File: src/rtl/lot_pkg.sv
// lot_pkg: shared helpers and types for the multi-gate lot occupancy counter.
package lot_pkg;
  localparam int MAX_CAPACITY = 255;
  typedef struct packed {
    logic enter;
    logic exit;
  } gate_req_t;
  function automatic logic [5:0] popcount_f(input logic [31:0] v, input int unsigned n);
    logic [5:0] c;
    c = '0;
    for (int i = 0; i < 32; i++) c = c + ((i < n) ? 6'(v[i]) : 6'd0);
    return c;
  endfunction
endpackage

File: src/rtl/lot_grant_arbiter.sv
// lot_grant_arbiter: fixed-priority grant of up to free entry requests, gate 0 first.
module lot_grant_arbiter #(
  parameter int N_GATES = 2,
  parameter int FW = 9
) (
  input  logic [N_GATES-1:0] req,
  input  logic [FW-1:0]      free,
  output logic [N_GATES-1:0] grant,
  output logic [N_GATES-1:0] reject
);
  logic [FW-1:0] w_cnt;
  always_comb begin
    grant = '0;
    reject = '0;
    w_cnt = '0;
    for (int i = 0; i < N_GATES; i++) begin
      grant[i] = req[i] && (w_cnt < free);
      reject[i] = req[i] && !(w_cnt < free);
      w_cnt = w_cnt + (grant[i] ? FW'(1) : FW'(0));
    end
  end
endmodule

File: src/rtl/lot_occupancy_counter.sv
// lot_occupancy_counter: N-gate lot occupancy with exit-first space reuse and fixed-priority entry.
// Define LOT_STATS_EN to add total_entries and peak_count statistics outputs.
module lot_occupancy_counter
  import lot_pkg::*;
#(
  parameter int N_GATES = 2,
  parameter int CAPACITY = 25,
  parameter int ALMOST_THRESH = 20,
  parameter int CW = $clog2(CAPACITY + 1)
) (
  input  logic               clk,
  input  logic               reset,
  input  logic [N_GATES-1:0] enter_req,
  input  logic [N_GATES-1:0] exit_req,
  output logic [N_GATES-1:0] enter_grant,
  output logic [N_GATES-1:0] enter_reject,
  output logic [CW-1:0]      count,
  output logic               full,
  output logic               empty,
  output logic               almost_full,
  output logic               underflow_err
`ifdef LOT_STATS_EN
  , output logic [15:0]      total_entries
  , output logic [CW-1:0]    peak_count
`endif
);
  // arithmetic width covers both the widest popcount and count plus headroom
  localparam int AW = (CW + 1 > 6) ? CW + 1 : 6;
  logic [CW-1:0]      r_count;
  logic               r_full, r_empty, r_almost, r_uf;
  logic [N_GATES-1:0] r_grant, r_reject;
  logic [N_GATES-1:0] w_grant, w_reject;
  logic [AW-1:0]      w_e, w_cnt, w_xa, w_free, w_na, w_next;
  assign w_cnt  = AW'(r_count);
  assign w_e    = AW'(popcount_f(32'(exit_req), N_GATES));
  assign w_xa   = (w_e > w_cnt) ? w_cnt : w_e;
  assign w_free = AW'(CAPACITY) - w_cnt + w_xa;
  assign w_na   = AW'(popcount_f(32'(w_grant), N_GATES));
  assign w_next = w_cnt - w_xa + w_na;
  lot_grant_arbiter #(.N_GATES(N_GATES), .FW(AW)) u_arb (
    .req(enter_req),
    .free(w_free),
    .grant(w_grant),
    .reject(w_reject)
  );
  always_ff @(posedge clk) begin
    if (reset) begin
      r_count <= '0;
      r_full <= 1'b0;
      r_empty <= 1'b1;
      r_almost <= (ALMOST_THRESH == 0);
      r_grant <= '0;
      r_reject <= '0;
      r_uf <= 1'b0;
    end else begin
      r_count <= CW'(w_next);
      r_full <= (w_next == AW'(CAPACITY));
      r_empty <= (w_next == '0);
      r_almost <= (w_next >= AW'(ALMOST_THRESH));
      r_grant <= w_grant;
      r_reject <= w_reject;
      r_uf <= r_uf || (w_e > w_cnt);
    end
  end
  assign count = r_count;
  assign full = r_full;
  assign empty = r_empty;
  assign almost_full = r_almost;
  assign enter_grant = r_grant;
  assign enter_reject = r_reject;
  assign underflow_err = r_uf;
`ifdef LOT_STATS_EN
  logic [15:0]   r_total;
  logic [CW-1:0] r_peak;
  logic [16:0]   w_sum;
  assign w_sum = 17'(r_total) + 17'(w_na);
  always_ff @(posedge clk) begin
    if (reset) begin
      r_total <= '0;
      r_peak <= '0;
    end else begin
      r_total <= w_sum[16] ? 16'hFFFF : w_sum[15:0];
      r_peak <= (CW'(w_next) > r_peak) ? CW'(w_next) : r_peak;
    end
  end
  assign total_entries = r_total;
  assign peak_count = r_peak;
`endif
endmodule

File: config.mk
export PLATFORM = sky130hd
export DESIGN_NAME = lot_occupancy_counter
export DESIGN_NICKNAME = d
export VERILOG_FILES = /design/src/rtl/lot_pkg.sv /design/src/rtl/lot_grant_arbiter.sv /design/src/rtl/lot_occupancy_counter.sv
export SDC_FILE = /design/constraint.sdc
export NUM_CORES = 1
export LEC_CHECK = 0
export ABC_AREA = 1
export BUFFER_PORTS_ARGS = -buffer_cell sky130_fd_sc_hd__buf_2
export CORE_UTILIZATION = 45
export DETAILED_ROUTE_END_ITERATION = 7
export HOLD_SLACK_MARGIN = 0.1
export PLACE_DENSITY = 0.77
export SLEW_MARGIN = 5
export SYNTH_ARGS = -nofsm -noshare
export SYNTH_HDL_FRONTEND = slang
export SYNTH_SLANG_ARGS = --single-unit
File: constraint.sdc
create_clock -name clk -period 3.9 [get_ports clk]
set_input_delay 0.195 -clock clk [delete_from_list [all_inputs] [get_ports clk]]
set_output_delay 0.195 -clock clk [all_outputs]
set_load 0.05 [all_outputs]
; After elaboration in Yosys (flattened, before gate mapping)
; Index checks and enable logic that the tools add are counted.
[totals]
ff_bits = 13
inputBits = 6
out_inout_bits = 13
wordCells = 28
[op_classes]
n_lt_le_gt_ge = 4
mux = 2
add_sub_neg = 6
eq_ne = 1
reduce_logical = 8
[op_table]
columns = op, count
row1 = adder 6 x 2 -> 6 bit, 1
row2 = adder 6 x 5 -> 6 bit, 1
row3 = "equality test 6 x 5 -> 1 bit, second input constant", 1
row4 = "greater-or-equal comparator 6 x 5 -> 1 bit, second input constant", 1
row5 = zero test 6 bit, 1
row6 = "less-than comparator 1 x 6 -> 1 bit, first input constant", 1
row7 = less-than comparator 6 bit, 1
row8 = subtractor 5 x 5 -> 6 bit, 1
row9 = "subtractor 5 x 5 -> 6 bit, first input constant", 1
row10 = > comparator 2 x 5 -> 1 bit, 1
row11 = 2-to-1 mux 5 bit, 1
row12 = adder 1 x 1 -> 2 bit, 2
row13 = logical AND 1 bit, 4
row14 = zero test 1 bit, 2
row15 = logical OR 1 bit, 1
row16 = 2-to-1 mux 1 bit, 1

; Logic depth before layout (Yosys ltp)
; Gate-level depths: netlist of the first run.
[depth]
ltp_word = 12
depth_mapped = 30
ltp_nobuf = 30

; By module
; Synthesis of the first run repeated with hierarchy kept, for this count alone.
[unflattened]
cells_unflattened = 159
hier_area_um2 = 1076.0
[by_module_without_submodules]
columns = module, n_inst, cells_each, seq_area_each_um2, area_per_inst_um2
row1 = lot_occupancy_counter, 1, 134, 260.2, 970.9
row2 = lot_grant_arbiter, 1, 25, 0.0, 105.1

; Worst setup path after synthesis of the first run
; Ideal clock, no wire load.
[synth_timing]
path_kind = reg2reg
startpoint = register r_count[1] (netlist: count[1])
endpoint = register r_almost (netlist: almost_full)
slack_ns = -0.788
path_stages_with_launch = 27
path_buffers = 0
required_time_ns = 3.786
setup_ns = 0.114
arrival_time_ns = 4.574
synth_period_minus_slack_ns = 4.688
cell_sequence = dfxtp_1 -> inv_1 -> ha_1 -> inv_1 -> nor2_1 -> o211ai_1 -> nor2_1 -> a21oi_1 -> ha_1 -> inv_1 -> ha_1 -> inv_1 -> fa_1 -> inv_1 -> nand3_1 -> nand3_1 -> nand2_1 -> nand4_1 -> nand2_1 -> ha_1 -> inv_1 -> fa_1 -> fa_1 -> xor2_1 -> nand3_2 -> nand2_1 -> nand2_1
[synth_via]
elab_chain_len = 11
elab_cells_between_ends = 13
cone_classes = add/sub (5) / order compare (4) / mux (2) / reduce/logical (2)
[synth_lines]
columns = element, line_no
row1 = "start, declared", lot_occupancy_counter.sv:29  ; logic [CW-1:0] r_count;
row2 = "start signal, assigned", lot_occupancy_counter.sv:56  ; r_count <= CW'(w_next);
row3 = > comparator 2 x 5 -> 1 bit, lot_occupancy_counter.sv:36  ; assign w_xa = (w_e > w_cnt) ? w_cnt : w_e;
row4 = 2-to-1 mux 5 bit, lot_occupancy_counter.sv:36
row5 = adder 6 x 5 -> 6 bit, lot_occupancy_counter.sv:37  ; assign w_free = AW'(CAPACITY) - w_cnt + w_xa;
row6 = less-than comparator 1 x 6 -> 1 bit, lot_grant_arbiter.sv:17  ; grant[i] = req[i] && (w_cnt < free);
row7 = logical AND 1 bit, lot_grant_arbiter.sv:17
row8 = 2-to-1 mux 1 bit, lot_grant_arbiter.sv:19  ; w_cnt = w_cnt + (grant[i] ? FW'(1) : FW'(0));
row9 = less-than comparator 6 bit, lot_grant_arbiter.sv:17
row10 = logical AND 1 bit, lot_grant_arbiter.sv:17
row11 = adder 1 x 1 -> 2 bit, lot_pkg.sv:11  ; for (int i = 0; i < 32; i++) c = c + ((i < n) ? 6'(v[i]) : 6'd0);
row12 = adder 6 x 2 -> 6 bit (*), lot_occupancy_counter.sv:39  ; assign w_next = w_cnt - w_xa + w_na;
row13 = greater-or-equal comparator 6 x 5 -> 1 bit (*), lot_occupancy_counter.sv:59  ; r_almost <= (w_next >= AW'(ALMOST_THRESH));
row14 = "end signal, assigned", lot_occupancy_counter.sv:51  ; r_almost <= (ALMOST_THRESH == 0);
row15 = "end signal, assigned", lot_occupancy_counter.sv:59
row16 = "end, declared", lot_occupancy_counter.sv:30  ; logic r_full, r_empty, r_almost, r_uf;
; Every way passes the cells marked *; elsewhere a longest branch is shown, timed or not.
; A chain may end at the register's enable or synchronous reset.

; Final worst setup path of the first run
[layout_timing]
startpoint = register r_count[1] (netlist: count[1])
endpoint = register r_empty (netlist: empty)
[layout_via]
elab_chain_len = 11
elab_cells_between_ends = 13
cone_classes = add/sub (5) / order compare (3) / mux (2) / reduce/logical (3)
[layout_lines]
columns = element, line_no
row1 = > comparator 2 x 5 -> 1 bit, lot_occupancy_counter.sv:36
row2 = 2-to-1 mux 5 bit, lot_occupancy_counter.sv:36
row3 = adder 6 x 5 -> 6 bit, lot_occupancy_counter.sv:37
row4 = less-than comparator 1 x 6 -> 1 bit, lot_grant_arbiter.sv:17
row5 = logical AND 1 bit, lot_grant_arbiter.sv:17
row6 = 2-to-1 mux 1 bit, lot_grant_arbiter.sv:19
row7 = less-than comparator 6 bit, lot_grant_arbiter.sv:17
row8 = logical AND 1 bit, lot_grant_arbiter.sv:17
row9 = adder 1 x 1 -> 2 bit, lot_pkg.sv:11
row10 = adder 6 x 2 -> 6 bit (*), lot_occupancy_counter.sv:39
row11 = zero test 6 bit (*), lot_occupancy_counter.sv:58  ; r_empty <= (w_next == '0);
row12 = "end signal, assigned", lot_occupancy_counter.sv:58
row13 = "end, declared", lot_occupancy_counter.sv:30
; Marked as above.

==> impl.org, run 1 <==
** Die
- Die boundary height :: 50.1 µm
- Die X :: 50.1 µm
- The initial utilization of the core area, before any placement, comes to 47.5%.
- The die covers 2510 µm².
- During I/O placement, the number of pins put on the boundary was 19.
- Floorplan core area :: 2190 µm²
- The floorplan has 17 rows.

** Clock network
- The clock passes through at most 2 buffers.
- TritonCTS built the clock tree.
- Clock tree synthesis inserted a total of 3 buffers.
- Counting every sink on the clock net gives 13.
- The later pin in the worst-skew pair is clocked with a latency of 0.28 ns.
- Clock slew at reported path FFs :: 0.08 ns
- For this design, the CTS-stage hold fixing added 0 buffers.
- Number of H-tree levels :: 1
- Clock tree root driver cell :: clkbuf_4

** Drt
- In the routed design, unresolved DRC markers number 0.
- Drt initial violations :: 17
- Detail Route Antenna Nets :: 0
- Routed length per placed instance :: 12.5 µm
- The detailed router placed 1084 vias in this run.
- Via density per instance :: 5.00
- Post-Route WL :: 2710 µm
- Pre-Repair DR Iteration Count :: 4

** Place
- During placement, the flow inserted port buffers numbering 18.
- At the end of routability-driven placement, the weighted congestion stood at 0.937.
- Counting tap cells, the placed design contains a total of 205 instances.
- Once detailed placement completed, the half-perimeter wirelength came to 2010 µm.

** Synthesis
- The synthesized design contains 13 register bits.
- Post-synth design cell area :: 1040 µm²
- Share of flip-flops with an asynchronous set or reset :: 0%
- Fraction of the mapped netlist area in simple logic gates :: 30.8%
- Cell with the most instances after synthesis :: inv_1
- In the synthesized netlist the dominant register cell turns out to be dfxtp_1.
- Of the post-synthesis cell area, the part taken by muxes is 0%.
- After Yosys synthesis, full adders, half adders and majority gates account for 22.6% of the synthesized area.
- Post-Synthesis Net Count :: 170
- Yosys top cell by area :: dfxtp_1
- Share of the synthesized netlist area taken by xor and xnor gates :: 0.841%
- Counting distinct cell types in the post-synthesis netlist gives 22.
- Sequential cell area fraction in the yosys report :: 25.0%
- Dominant combinational cell family by area after synthesis :: simple AND/OR/NAND/NOR gates
- Top cell types by occurrence after synthesis :: inv_1 (30), nand2_1 (27), ha_1 (14), dfxtp_1 (13), nor2_1 (12)
- Yosys printed 0 warnings.
- Number of enable flip-flop cells after synthesis :: 0
- By area the synthesized netlist is led by dfxtp_1 (25%), ha_1 (17%), inv_1 (11%).
- Share of Yosys cell area claimed by the top area cell type :: 25.0%
- Number of cells produced by synthesis :: 147
- Synthesized-area fraction occupied by ao, oa, aoi and oai cells :: 7.45%
- The average instance in the mapped netlist occupies 7.08 µm².

** Timing
- The routed design could run at a clock period as short as 4.27 ns.
- Highest clock frequency the design can meet :: 234 MHz
- The clock arrives with 0.00524 ns of skew.
- Setup total negative slack on the finished layout was measured at -1.38 ns.
- Final setup fails :: 6
- The number of slew-limit violations in the final report was 0.
- Final worst setup slack :: -0.372 ns
- Setup repair after global routing missed its margin :: yes
- Final hold vios :: 0
- Portion of the clock cycle consumed by the worst path in the final layout :: 110%

** Worst setup path
- Critical path launch point type :: flip-flop
- Required time of the critical path :: 4.12 ns
- In this run the worst path has a maximum fanout of 4.
- Crit Path Class :: reg2reg
- Slowest Stage Delay on Critical Path :: 0.40 ns
- For the worst setup path, the data arrival time is 4.49 ns.
- Crit path capture type :: flip-flop
- Critical path's slowest cell :: fa_2

** GRT
- Vias in the first global route :: 1025
- The number of antenna violations at the first check in global routing was 0.
- Global routing used 21.3% of the available tracks.
- Entering global routing, the biggest net connects 9 pins.
- First-pass GRT wire length :: 4060 µm
- Congestion Overflow GR :: 0

** Cells and area
- Ratio of cells with drive above 1 in the final layout :: 46.0%
- The number of antenna diodes in the final layout is 0.
- Leaving out filler cells and counting taps, the final layout contains 217.
- Area grow syn2layout :: 41.1%
- Number of nets in the layout :: 213

** Worst hold path
- The path class of the tightest hold or removal check is in2reg.

** Flow run
- Across the run, the number of max-cap violations was 0.

** Run status
- The final reports fail on setup timing.
- The run finished, with violations left.
-- worst paths after layout --
check,start,endpoint,slack (ns),cells after the start
hold / removal,reset,count[1],0.20,2
hold reg to reg,underflow_err,underflow_err,0.48,2
setup / recovery,count[1],empty,-0.37,29
setup reg to reg,count[1],empty,-0.37,29
-- metrics by stage --
step / worst slack, ns / util, % / cell area [µm²] / hold WS, ns
6_report: -0.372 / 67.0 / 1470 / 0.198
3_5_place_dp: -0.505 / 60.2 / 1320 / 0.448
4_1_cts: -0.333 / 64.1 / 1400 / 0.176
5_1_grt: -0.665 / 67.0 / 1470 / 0.190
3_3_place_gp: -0.403 / 60.2 / 1320 / 0.436
2_1_floorplan: -0.308 / - / 1090 / 0.345
-- worst max-delay path, delay by kind of cell, from the launching register on --
kind / cells / cell delay, ns
and+or+nand+nor: 14 / 1.12
AOI/OAI and AO/OA: 2 / 0.42
DFF: 1 / 0.37
adders and majority gates: 7 / 2.03
buffers and inverters: 6 / 0.28
-- registers in the layout (all words and copies together), names as in the netlist --
name and cells:
full 1, almost_full 1, underflow_err 1, count 5, enter_reject 2, empty 1, enter_grant 2
-- cell families (layout without fill, tap and decap cells) --
logic type      Yosys count  count (layout)
xor+xnor                  1               1
compound gates           13              13
buf+inv                  36              78
fa+ha+maj                17              17
other cells               1               1
simple gates             66              66
flops                    13              13
-- metal layers --
metal	global-route usage, %	wire length (µm)
met5	0	0
met4	4.29	10
met3	4.94	87
met2	43.1	1530
met1	21.1	1080
-- placed cells by master (no fill, tap or decap), types with 5 or more instances in the layout --
cell type	Yosys	routed
inv_1	30	24
nand2_1	27	23
buf_4	0	22
buf_2	0	18
nor2_1	12	12
dfxtp_1	13	11
ha_1	14	10
nand2_2	5	9
nand3_2	5	8
a21oi_1	8	7
nand3_1	10	6
inv_2	1	5
-- cell type report --
| class | count | area [µm²] |
|---|---|---|
| repair buffers | 42 | 278 |
| fillers | 152 | 722 |
| well taps | 28 | 35.0 |
| flip-flops and latches | 13 | 265 |
| clock buffers | 4 | 26.3 |
| multi-input cells | 98 | 739 |
| inverters | 32 | 125 |
-- what timing repair did --
item	in CTS	in global routing
pin swaps	14	11
setup endpoints to repair	6	7
gates resized for setup	7	9
buffers inserted	5	3
Power of run 1 is not shown: default switching activity piles up to over one toggle a cycle in this logic, so the estimate is an artifact.
==> inputs of run 2 (changes only) <==
Settings changed: TNS_END_PERCENT set to 50.
==> impl.org, run 2 (synthesis gave the netlist of run 1 again) <==
** Timing
- Setup repair after global routing missed its margin :: yes
- Setup violations remaining at the end of the flow were counted as 7.
- Final hold vios :: 0
- Between clock sinks in the finished design, the worst skew comes to 0.00340 ns.
- Slew Viols, Final :: 0
- Shortest clock period the worst path allows after layout :: 4.27 ns
- Highest clock frequency the design can meet :: 234 MHz
- Setup slack on the critical path of the routed design comes to -0.374 ns.
- Portion of the clock cycle consumed by the worst path in the final layout :: 110%

** Cells and area
- Number of diodes :: 0
- At the end of the flow the core is filled with cells to 66.8%.
- Leaving out fill and tap cells, the most frequent cell in the layout is buf_4.
- Number of nets in the layout :: 216
- The top cell types in the final layout, fill and taps aside, are buf_4 (27), nand2_1 (24), inv_1 (23).
- The post-route netlist has 45.8% of its cells at a drive strength greater than 1.
- The register with the most flip-flops in the layout has 5 of them.
- After routing the design area is 1460 µm².
- Area grow syn2layout :: 40.5%

** Clock network
- TritonCTS built the clock tree.
- Clock tree root driver cell :: clkbuf_4
- Buffers inserted to repair hold after CTS numbered 0.
- Clock slew at reported path FFs :: 0.08 ns
- Number of buffers between clock root and the deepest sink :: 2
- Clock tree sinks :: 13
- For the worst-skew pair, the clock arrives at the later sink with an insertion delay of 0.28 ns.
- In this run the number of H-tree levels came out at 1.
- Clock buffer count from CTS :: 3

** Place
- The HPWL after detailed placement is 1780 µm.
- GPL Wtd Cong :: 0.953
- Buffers placed on the I/O ports in this run total 18.
- Area after detailed placement :: 1310 µm²

** Die
- DIE AREA :: 2510 µm²
- For this design the top-level I/O count stands at 19.
- Effective utilization at floorplan :: 47.5%
- The region available for standard cell placement spans 2190 µm².
- Row generation in the floorplan step produced 17 rows.
- The die is 50.1 µm tall.
- Die X :: 50.1 µm

** Drt
- The final layout contains routed wiring with a total length of 3110 µm.
- Pre-Repair DR Iteration Count :: 4
- Via density per instance :: 4.97
- Detailed routing inserted a total of 1093 vias.
- Drt initial violations :: 18
- Detail Route Antenna Nets :: 0
- Routed length per placed instance :: 14.1 µm
- DRC :: 0

** Run status
- The flow ran to the end, but the final reports show violations.
- The checks that failed: setup timing.

** GRT
- Global routing consumed, on the met2 layer, 55.3% of the routing resources.
- Congestion Overflow GR :: 0
- The first global-routing pass estimated 4990 µm of wire.
- The number of antenna violations at the first check in global routing came to 0.
- Met1 Track Usage GR :: 26.2%
- Largest net degree at the start of global routing :: 9
- Vias in the first global route :: 1171
- GRT busiest layer :: met2
- Global-route total usage across every layer :: 27.0%
- GR Util met3 :: 3.09%

** Worst setup path
- In this run the register-to-register setup slack is -0.37 ns.
- Tracing the worst setup path back leads to its startpoint at count[1].
- Endpoint arrival time on the critical path :: 4.50 ns
- Largest driver fanout on the critical path :: 4
- Path depth of the worst reg2reg path :: 27
- Critical path launch point type :: flip-flop
- The worst setup path is of the reg2reg kind.
- Reg2reg start :: count[1]
- Crit path capture type :: flip-flop
- Required time of the critical path :: 4.12 ns
- The worst register-to-register path ends at empty.

** Worst hold path
- The tightest min-delay check is of the in2reg type.
- Startpoint of the tightest hold check path :: reset
- Worst Hold Path Cells :: 2
- The worst hold path terminates at count[1].

** Flow run
- Max-Cap Viols :: 0
[run 2: cell count changes in the layout (fill, tap and decap cells not counted), sizes merged]
cell and change:
buf +3
[run 2: area by class of cell]
class	count	area, µm²
sequential	13	265
inverter	32	123
clock buffer	4	26.3
tap	28	35.0
multi-input combinational	98	721
fill	160	728
timing repair buffer	45	293
[run 2: metrics by stage]
stage          worst slack (ns)  std cells  setup TNS, ns  hold WS [ns]
2_1_floorplan            -0.308        147          -1.37         0.345
3_3_place_gp             -0.398        204          -1.86         0.435
3_5_place_dp             -0.480        204          -2.39         0.444
4_1_cts                  -0.268        225          -1.38         0.185
5_1_grt                  -0.671        220          -3.82         0.204
6_report                 -0.374        220          -1.79         0.199
[run 2: worst max-delay path, stage by stage, from the launching register on]
cell and delay, ns:
dfxtp_4 0.37, inv_4 0.04, ha_4 0.20, inv_2 0.04, nor2_1 0.03, o211ai_1 0.31, nor2_1 0.07, a21oi_1 0.15
ha_1 0.28, inv_1 0.08, ha_2 0.18, inv_2 0.04, fa_2 0.35, inv_2 0.07, nand3_2 0.07, nand3_2 0.07
nand2_2 0.06, nand4_1 0.14, nand2_2 0.09, ha_4 0.27, inv_2 0.03, fa_2 0.35, fa_2 0.40, xor2_2 0.20
nand3_2 0.12, nor2_2 0.11, nand2_1 0.05, nand2_1 0.05
[run 2: how the worst max path moves through the flow]
stage / slack, ns / end / cells after the start
after global placement: -0.40 / empty / 28
after detailed placement: -0.48 / empty / 28
after floorplan: -0.31 / empty / 29
after CTS: -0.27 / empty / 27
after global routing: -0.67 / empty / 30
final: -0.37 / empty / 27
[run 2: timing repair]
item,CTS,global route
setup buffers,17,1
pin swaps,12,5
setup endpoints to repair,6,10
gates resized for setup,6,5
[run 2: layer usage]
metal	vias up	part of all wire [%]
li1	546	-
met1	501	39
met2	38	56
met3	8	2.9
met4	0	2.3
met5	-	0
Power of run 2 is left out for the same reason.
